File: src/rtl/dcache_ctrl_if.sv
// Bus bundle between the CPU-side requester, the data cache and the main-memory port.
// The slave view is the cache; the master view is its environment (CPU plus memory).
interface dcache_ctrl_if #(
    parameter int unsigned ADDR_W = 12
);
    // CPU request/response
    logic              MemRead;
    logic              MemWrite;
    logic [ADDR_W-1:0] ADDR;
    logic [31:0]       WDATA;
    logic [3:0]        BE;
    logic              Cache_RDY;
    logic              Cache_VALID;
    logic [31:0]       RDATA;

    // Main-memory port
    logic              MEM_REQ;
    logic              MEM_WE;
    logic [ADDR_W-1:0] MEM_ADDR;
    logic [31:0]       MEM_WDATA;
    logic [3:0]        MEM_BE;
    logic [31:0]       MEM_RDATA;
    logic              MEM_ACK;

    modport slave (
        input  MemRead, MemWrite, ADDR, WDATA, BE, MEM_RDATA, MEM_ACK,
        output Cache_RDY, Cache_VALID, RDATA, MEM_REQ, MEM_WE, MEM_ADDR, MEM_WDATA, MEM_BE
    );

    modport master (
        output MemRead, MemWrite, ADDR, WDATA, BE, MEM_RDATA, MEM_ACK,
        input  Cache_RDY, Cache_VALID, RDATA, MEM_REQ, MEM_WE, MEM_ADDR, MEM_WDATA, MEM_BE
    );
endinterface

File: src/rtl/dcache_ctrl.sv
// Direct-mapped, write-through, no-write-allocate data cache controller.
// Read misses refill a whole line from memory one word at a time; every store goes to memory.
module dcache_ctrl #(
    parameter int unsigned ADDR_W     = 12,
    parameter int unsigned NUM_LINES  = 8,
    parameter int unsigned LINE_WORDS = 4
) (
    input logic          CLK,
    input logic          RST,
    dcache_ctrl_if.slave bus
);
    localparam int unsigned OFF_W     = $clog2(LINE_WORDS);
    localparam int unsigned IDX_W     = $clog2(NUM_LINES);
    localparam int unsigned TAG_W     = ADDR_W - 2 - OFF_W - IDX_W;
    localparam int unsigned NUM_WORDS = NUM_LINES * LINE_WORDS;
    localparam int unsigned WORD_W    = ADDR_W - 2;
    localparam logic [OFF_W-1:0] LastOff = OFF_W'(LINE_WORDS - 1);

    typedef enum logic [2:0] {
        StIdle,
        StCompare,
        StRefill,
        StWriteMem,
        StResp,
        StWaitDrop
    } state_e;

    state_e              state_q, state_d;
    logic [WORD_W-1:0]   req_word_q, req_word_d;
    logic [31:0]         req_wdata_q, req_wdata_d;
    logic [3:0]          req_be_q, req_be_d;
    logic                req_we_q, req_we_d;
    logic [OFF_W-1:0]    cnt_q, cnt_d;
    logic [31:0]         rdata_q, rdata_d;
    logic [NUM_LINES-1:0] valid_q, valid_d;
    logic [TAG_W-1:0]    tag_q [NUM_LINES];
    logic [TAG_W-1:0]    tag_d [NUM_LINES];
    logic [31:0]         data_q [NUM_WORDS];
    logic [31:0]         data_d [NUM_WORDS];
    logic                mem_req_q, mem_req_d;
    logic                mem_we_q, mem_we_d;
    logic [ADDR_W-1:0]   mem_addr_q, mem_addr_d;
    logic [31:0]         mem_wdata_q, mem_wdata_d;
    logic [3:0]          mem_be_q, mem_be_d;

    // Byte offset bits never matter: all accesses are whole words.
    logic [1:0] unused_addr_lsb;
    assign unused_addr_lsb = bus.ADDR[1:0];

    // Fields of the latched request address.
    logic [OFF_W-1:0]       req_off;
    logic [IDX_W-1:0]       req_idx;
    logic [TAG_W-1:0]       req_tag;
    logic [IDX_W+OFF_W-1:0] req_sel;
    logic                   hit;

    always_comb begin
        req_off = req_word_q[OFF_W-1:0];
        req_idx = req_word_q[OFF_W +: IDX_W];
        req_tag = req_word_q[WORD_W-1 -: TAG_W];
        req_sel = {req_idx, req_off};
        hit     = valid_q[req_idx] && (tag_q[req_idx] == req_tag);
    end

    function automatic logic [31:0] merge_be(input logic [31:0] old_w, input logic [31:0] new_w,
                                             input logic [3:0] be);
        logic [31:0] res;
        res = old_w;
        for (int b = 0; b < 4; b++) begin
            if (be[b]) res[8*b +: 8] = new_w[8*b +: 8];
        end
        return res;
    endfunction

    // Next-state logic for the controller FSM, the line arrays and the memory port.
    always_comb begin
        state_d     = state_q;
        req_word_d  = req_word_q;
        req_wdata_d = req_wdata_q;
        req_be_d    = req_be_q;
        req_we_d    = req_we_q;
        cnt_d       = cnt_q;
        rdata_d     = rdata_q;
        valid_d     = valid_q;
        tag_d       = tag_q;
        data_d      = data_q;
        mem_req_d   = mem_req_q;
        mem_we_d    = mem_we_q;
        mem_addr_d  = mem_addr_q;
        mem_wdata_d = mem_wdata_q;
        mem_be_d    = mem_be_q;

        case (state_q)
            StIdle: begin
                if (bus.MemRead || bus.MemWrite) begin
                    req_word_d  = bus.ADDR[ADDR_W-1:2];
                    req_wdata_d = bus.WDATA;
                    req_be_d    = bus.BE;
                    req_we_d    = bus.MemWrite;
                    state_d     = StCompare;
                end
            end
            StCompare: begin
                if (req_we_q) begin
                    // Write-through: update a hit in place, always send the store to memory.
                    if (hit) data_d[req_sel] = merge_be(data_q[req_sel], req_wdata_q, req_be_q);
                    mem_req_d   = 1'b1;
                    mem_we_d    = 1'b1;
                    mem_addr_d  = {req_word_q, 2'b00};
                    mem_wdata_d = req_wdata_q;
                    mem_be_d    = req_be_q;
                    state_d     = StWriteMem;
                end else if (hit) begin
                    rdata_d = data_q[req_sel];
                    state_d = StResp;
                end else begin
                    // Line is being overwritten; keep it invalid until the refill completes.
                    valid_d[req_idx] = 1'b0;
                    cnt_d            = '0;
                    mem_req_d        = 1'b1;
                    mem_we_d         = 1'b0;
                    mem_be_d         = '0;
                    mem_addr_d       = {req_tag, req_idx, {OFF_W{1'b0}}, 2'b00};
                    state_d          = StRefill;
                end
            end
            StRefill: begin
                if (mem_req_q && bus.MEM_ACK) begin
                    data_d[{req_idx, cnt_q}] = bus.MEM_RDATA;
                    if (cnt_q == req_off) rdata_d = bus.MEM_RDATA;
                    cnt_d     = cnt_q + OFF_W'(1);
                    mem_req_d = 1'b0;
                    if (cnt_q == LastOff) begin
                        tag_d[req_idx]   = req_tag;
                        valid_d[req_idx] = 1'b1;
                        state_d          = StResp;
                    end
                end else if (!mem_req_q) begin
                    // One idle cycle after each ACK, then request the next word.
                    mem_req_d  = 1'b1;
                    mem_addr_d = {req_tag, req_idx, cnt_q, 2'b00};
                end
            end
            StWriteMem: begin
                if (mem_req_q && bus.MEM_ACK) begin
                    mem_req_d = 1'b0;
                    mem_we_d  = 1'b0;
                    state_d   = StResp;
                end
            end
            StResp: begin
                state_d = StWaitDrop;
            end
            StWaitDrop: begin
                // The CPU may hold its request past VALID; do not accept it twice.
                if (!bus.MemRead && !bus.MemWrite) state_d = StIdle;
            end
            default: begin
                state_d = StIdle;
            end
        endcase
    end

    // State register with synchronous reset; only valid bits matter for array contents.
    always_ff @(posedge CLK) begin
        if (RST) begin
            state_q     <= StIdle;
            req_word_q  <= '0;
            req_wdata_q <= '0;
            req_be_q    <= '0;
            req_we_q    <= 1'b0;
            cnt_q       <= '0;
            rdata_q     <= '0;
            valid_q     <= '0;
            tag_q       <= '{default: '0};
            data_q      <= '{default: '0};
            mem_req_q   <= 1'b0;
            mem_we_q    <= 1'b0;
            mem_addr_q  <= '0;
            mem_wdata_q <= '0;
            mem_be_q    <= '0;
        end else begin
            state_q     <= state_d;
            req_word_q  <= req_word_d;
            req_wdata_q <= req_wdata_d;
            req_be_q    <= req_be_d;
            req_we_q    <= req_we_d;
            cnt_q       <= cnt_d;
            rdata_q     <= rdata_d;
            valid_q     <= valid_d;
            tag_q       <= tag_d;
            data_q      <= data_d;
            mem_req_q   <= mem_req_d;
            mem_we_q    <= mem_we_d;
            mem_addr_q  <= mem_addr_d;
            mem_wdata_q <= mem_wdata_d;
            mem_be_q    <= mem_be_d;
        end
    end

    // Outputs straight from state and registers.
    always_comb begin
        bus.Cache_RDY   = (state_q == StIdle);
        bus.Cache_VALID = (state_q == StResp);
        bus.RDATA       = rdata_q;
        bus.MEM_REQ     = mem_req_q;
        bus.MEM_WE      = mem_we_q;
        bus.MEM_ADDR    = mem_addr_q;
        bus.MEM_WDATA   = mem_wdata_q;
        bus.MEM_BE      = mem_be_q;
    end
endmodule

File: src/flat_wrapper.sv
// flat-port wrapper written by rule: the top's interface ports become plain ports
module dcache_ctrl_flat 
#(
    parameter int unsigned ADDR_W     = 12,
    parameter int unsigned NUM_LINES  = 8,
    parameter int unsigned LINE_WORDS = 4
)
  (CLK, RST, bus_MemRead, bus_MemWrite, bus_ADDR, bus_WDATA, bus_BE, bus_MEM_RDATA, bus_MEM_ACK, bus_Cache_RDY, bus_Cache_VALID, bus_RDATA, bus_MEM_REQ, bus_MEM_WE, bus_MEM_ADDR, bus_MEM_WDATA, bus_MEM_BE);
  dcache_ctrl_if #(.ADDR_W(ADDR_W)) bus_i ();
  input logic CLK;
  input logic RST;
  input wire logic [$bits(bus_i.MemRead)-1:0] bus_MemRead;
  input wire logic [$bits(bus_i.MemWrite)-1:0] bus_MemWrite;
  input wire logic [$bits(bus_i.ADDR)-1:0] bus_ADDR;
  input wire logic [$bits(bus_i.WDATA)-1:0] bus_WDATA;
  input wire logic [$bits(bus_i.BE)-1:0] bus_BE;
  input wire logic [$bits(bus_i.MEM_RDATA)-1:0] bus_MEM_RDATA;
  input wire logic [$bits(bus_i.MEM_ACK)-1:0] bus_MEM_ACK;
  output wire logic [$bits(bus_i.Cache_RDY)-1:0] bus_Cache_RDY;
  output wire logic [$bits(bus_i.Cache_VALID)-1:0] bus_Cache_VALID;
  output wire logic [$bits(bus_i.RDATA)-1:0] bus_RDATA;
  output wire logic [$bits(bus_i.MEM_REQ)-1:0] bus_MEM_REQ;
  output wire logic [$bits(bus_i.MEM_WE)-1:0] bus_MEM_WE;
  output wire logic [$bits(bus_i.MEM_ADDR)-1:0] bus_MEM_ADDR;
  output wire logic [$bits(bus_i.MEM_WDATA)-1:0] bus_MEM_WDATA;
  output wire logic [$bits(bus_i.MEM_BE)-1:0] bus_MEM_BE;
  assign bus_i.MemRead = bus_MemRead;
  assign bus_i.MemWrite = bus_MemWrite;
  assign bus_i.ADDR = bus_ADDR;
  assign bus_i.WDATA = bus_WDATA;
  assign bus_i.BE = bus_BE;
  assign bus_i.MEM_RDATA = bus_MEM_RDATA;
  assign bus_i.MEM_ACK = bus_MEM_ACK;
  assign bus_Cache_RDY = bus_i.Cache_RDY;
  assign bus_Cache_VALID = bus_i.Cache_VALID;
  assign bus_RDATA = bus_i.RDATA;
  assign bus_MEM_REQ = bus_i.MEM_REQ;
  assign bus_MEM_WE = bus_i.MEM_WE;
  assign bus_MEM_ADDR = bus_i.MEM_ADDR;
  assign bus_MEM_WDATA = bus_i.MEM_WDATA;
  assign bus_MEM_BE = bus_i.MEM_BE;
  dcache_ctrl #(.ADDR_W(ADDR_W), .NUM_LINES(NUM_LINES), .LINE_WORDS(LINE_WORDS)) u_core (.CLK(CLK), .RST(RST), .bus(bus_i));
endmodule
File: config.mk
export PLATFORM = sky130hd
export DESIGN_NAME = dcache_ctrl_flat
export DESIGN_NICKNAME = d
export VERILOG_FILES = /design/src/rtl/dcache_ctrl_if.sv /design/src/rtl/dcache_ctrl.sv /design/src/flat_wrapper.sv
export SDC_FILE = /design/constraint.sdc
export NUM_CORES = 2
export LEC_CHECK = 0
export ABC_AREA = 1
export BUFFER_PORTS_ARGS = -buffer_cell sky130_fd_sc_hd__buf_4
export CAP_MARGIN = 5
export CELL_PAD_IN_SITES_DETAIL_PLACEMENT = 1
export CELL_PAD_IN_SITES_GLOBAL_PLACEMENT = 1
export CORE_UTILIZATION = 44
export CTS_BUF_LIST = sky130_fd_sc_hd__clkbuf_8 sky130_fd_sc_hd__clkbuf_16
export CTS_CLUSTER_DIAMETER = 150
export CTS_CLUSTER_SIZE = 24
export DETAILED_ROUTE_END_ITERATION = 8
export PLACE_DENSITY_LB_ADDON = 0.1
export SYNTH_ARGS = -nofsm -noshare
export SYNTH_HDL_FRONTEND = slang
export SYNTH_SLANG_ARGS = --single-unit
export TNS_END_PERCENT = 50
File: constraint.sdc
create_clock -name CLK -period 2.4 [get_ports CLK]
set_input_delay 0.36 -clock CLK [delete_from_list [all_inputs] [get_ports CLK]]
set_output_delay 0.36 -clock CLK [all_outputs]
set_load 0.01 [all_outputs]
==> summary.md <==
| Metric | Value |
|---|---|
| Worst rel slew slack | `0.346` |
| DRC violations left | `0` |
| RSZ-0062 raised after global routing | `true` |
| Non-Filler Instances | `14800` |
| Area grow syn2layout | `22.7%` |
| Final design utilization | `0.546` |
| Antenna-violating nets left | `0` |
| VDD IR-drop max | `881 uV` |
| Status | `finished with violations` |
| Commonest non-fill, non-tap cells in the layout | `nand2_1 (4414), nor2_1 (2143), dfxtp_1 (1199), inv_1 (1159), nand3_1 (1040)` |
| Dpl hpwl | `223000 um` |
| First-pass GRT wire length | `528000 um` |
| Syn_area_per_cell | `5.65 um^2` |
| Fin crit period | `3.10 ns` |
| Skew-Pair Late Insertion Delay | `0.76 ns` |
| Violated checks | `setup timing` |
| Drt total wl | `377000 um` |
| DRT Pass-1 Iters | `8` |
| Core area | `159000 um^2` |
| CP max-delay cell | `dfxtp_4` |
| TritonCTS Buffers | `56` |
| CTS tree | `built` |
| Placed Cells | `14500` |
| Clock slew at reported path FFs | `0.11 ns` |
| Crit-path cells | `buf_4, nand2_8, buf_16, buf_16, o22ai_1, o21ai_0, nand2_1, nor2_4, nand3_4, buf_4, nand3_1, nand2_1, nor2_1, nor2_1` |
| Netlist Area Pre-Place | `70700 um^2` |
| Slew Limit Fails | `0` |
| Post-route setup slack | `-0.695 ns` |
| Sequential fraction of the synthesis area | `0.341` |
| CP max FO | `17` |
| Syn Inst Count | `12500` |
| Overall Global Routing Usage | `0.422` |
| Root Buffer | `clkbuf_16` |
| Worst hold margin | `0.0276 ns` |
| # nets final | `12800` |
| CTS max path bufs | `3` |
| Fin area | `86700 um^2` |
| Via count | `88000` |
| DP Area | `79600 um^2` |
| Ys Warns | `0` |
| Worst stage delay on the critical path | `0.39 ns` |
| CP bufs+invs | `4` |
| Power per cell area | `915 nW/um^2` |
| Initial antenna violation count | `5` |
| Overall die width | `403 um` |
| Layout cell share with drive strength beyond 1 | `0.128` |
| GR Overflow Total | `0` |
| Sink Count | `1204` |
| Hold Vio Cnt, Final | `0` |
| Most common cell after layout, fill and taps aside | `nand2_1` |
| Fmax | `323 MHz` |
| WS Path Type | `reg2reg` |
| Worst Tran Pin Value | `0.974 ns` |
| Drt first-iter violations | `9464` |
| Critical Path AT | `3.75 ns` |
| Distinct cell type count of the synthesized netlist | `33` |
| Vias in the first global route | `87400` |
| Setup-failing EPs final | `1074` |
| Max Cap Viol | `0` |
| CTS H-tree lvls | `2` |
| Initial Utilization | `0.445` |
| Routed len/inst | `25.4 um` |
| Seq. cell area | `24100 um^2` |
| Port Buffers | `164` |
| Die Ht | `403 um` |
| Req. time, crit path | `3.05 ns` |
| Clock Skews | `0.0410 ns` |
| Tcrit/Tclk final | `1.29` |
| Number of synthesized register bits | `1204` |
| Largest net degree at the start of global routing | `111` |
| Leak pwr | `46.0 nW` |
| Row cnt | `146` |
| Mean number of vias per cell | `5.94` |
| Fillcell total | `21900` |
| Multi-input gate area | `39900 um^2` |
| RePlAce Congestion | `0.917` |
| CP top delay family | `simple AND/OR/NAND/NOR gates` |
| HP Class | `in2reg` |
| CP Capture Type | `register` |
| IO Pins | `169` |
| Nature of the critical path startpoint | `register` |
| Die area | `162000 um^2` |
-- sequential cells by signal, indices dropped and copies added, names as in the netlist, named ones only --
register and cells:
u_core.tag_q 40, u_core.bus.MEM_BE 4, u_core.state_q 3, u_core.req_be_q 4, u_core.req_we_q 1, u_core.bus.MEM_WDATA 32
u_core.cnt_q 2, u_core.data_q 1024, u_core.bus.MEM_ADDR 10, u_core.req_word_q 10, u_core.req_wdata_q 32, u_core.bus.MEM_WE 1
u_core.bus.MEM_REQ 1, u_core.bus.RDATA 32
-- per-layer routing --
| metal | part of all wire | wire, um | up-vias | track usage |
|---|---|---|---|---|
| li1 | - | - | 38700 | - |
| met1 | 0.37 | 139000 | 42700 | 0.509 |
| met4 | 0.096 | 36100 | 6 | 0.317 |
| met2 | 0.44 | 166000 | 4957 | 0.678 |
| met3 | 0.096 | 36200 | 1621 | 0.0660 |
| met5 | 0.00025 | 95 | - | 0 |
-- cell usage after synthesis --
master | number | area share
buf_4 | 11 | 0.0012
o22ai_1 | 512 | 0.045
ha_1 | 4 | 0.00071
nand4_1 | 7 | 0.00062
nor3_1 | 10 | 0.00071
nor2_2 | 10 | 0.00089
nand3_4 | 8 | 0.0020
dfxtp_1 | 1204 | 0.34
nand2_4 | 1 | 0.00016
nand3_1 | 1086 | 0.077
buf_2 | 292 | 0.021
buf_6 | 1 | 0.00016
inv_1 | 1171 | 0.062
nand3b_2 | 1 | 0.00016
nor2_4 | 2 | 0.00032
conb_1 | 1 | 0.000053
clkbuf_1 | 585 | 0.031
nor2_1 | 2339 | 0.12
nor4_1 | 2 | 0.00018
buf_8 | 1 | 0.00021
and3_1 | 1 | 0.000089
o21ai_0 | 393 | 0.028
inv_2 | 9 | 0.00048
nand2_1 | 4477 | 0.24
buf_1 | 137 | 0.0073
nand3_2 | 1 | 0.00014
clkinv_1 | 13 | 0.00069
nand2_2 | 1 | 0.000089
a21oi_1 | 192 | 0.014
xnor2_1 | 2 | 0.00025
nor3_2 | 2 | 0.00028
a21boi_0 | 1 | 0.00011
nand3b_1 | 23 | 0.0024
-- cell type report --
| cell class | count | area share |
|---|---|---|
| diodes | 3 | 0.0000866 |
| clock buffers | 57 | 0.0165 |
| clock inverters | 3 | 0.000433 |
| inverters | 1193 | 0.0526 |
| multi-input cells | 9081 | 0.460 |
| flip-flops and latches | 1204 | 0.278 |
| well taps | 2072 | 0.0299 |
| repair buffers | 1210 | 0.162 |
| repair inverters | 2 | 0.000361 |
-- cells by family (layout without fill, tap and decap cells) --
family | Yosys count | after routing | share of synthesized area
AOI/OAI and AO/OA | 1098 | 1098 | 0.0869
xor gates and xnor gates | 2 | 2 | 0.000248
adders and majority gates | 4 | 4 | 0.000708
buffers and inverters | 2220 | 2465 | 0.124
DFF | 1204 | 1204 | 0.341
other | 1 | 5 | 0.0000531
and+or+nand+nor | 7971 | 7975 | 0.447
-- worst min-delay path, delay by kind of cell --
kind / cells / cell delay, ns
buffers and inverters: 1 / 0.07
AOI/OAI and AO/OA: 2 / 0.30
-- metrics by stage --
stage	setup TNS [ns]	setup WS, ns	total power, mW
2_1_floorplan	0	0.175	38.7
5_1_grt	-431.95	-0.616	80.4
3_5_place_dp	-455.67	-0.583	57.7
6_report	-381.25	-0.695	79.4
3_3_place_gp	-338.39	-0.481	56.9
4_1_cts	-288.12	-0.410	72.3
-- power breakdown --
part / total, mW / internal (mW) / switching, mW
clock: 11.7 / 4.29 / 7.46
sequential: 22.2 / 21.5 / 0.716
combinational: 45.4 / 14.9 / 30.6
-- worst paths after layout --
| check | startpoint | endpoint | slack, ns | depth (start not counted) |
|---|---|---|---|---|
| setup reg to reg | u_core.req_word_q[1] | u_core.data_q[98] | -0.70 | 14 |
| hold reg to reg | u_core.tag_q[38] | u_core.tag_q[38] | 0.46 | 2 |
| setup / recovery | u_core.req_word_q[1] | u_core.data_q[98] | -0.70 | 14 |
| hold / removal | bus_ADDR[4] | u_core.req_word_q[2] | 0.03 | 3 |
-- timing repair --
action	in CTS	in global routing
pin swaps	30	100
endpoints found under the setup margin	1091	1124
cloned	31	45
hold buffers	64	0
endpoints found under the hold margin	91	0
resized for setup	294	419
setup buffers	45	55
Power figures use the tool's default switching activity.
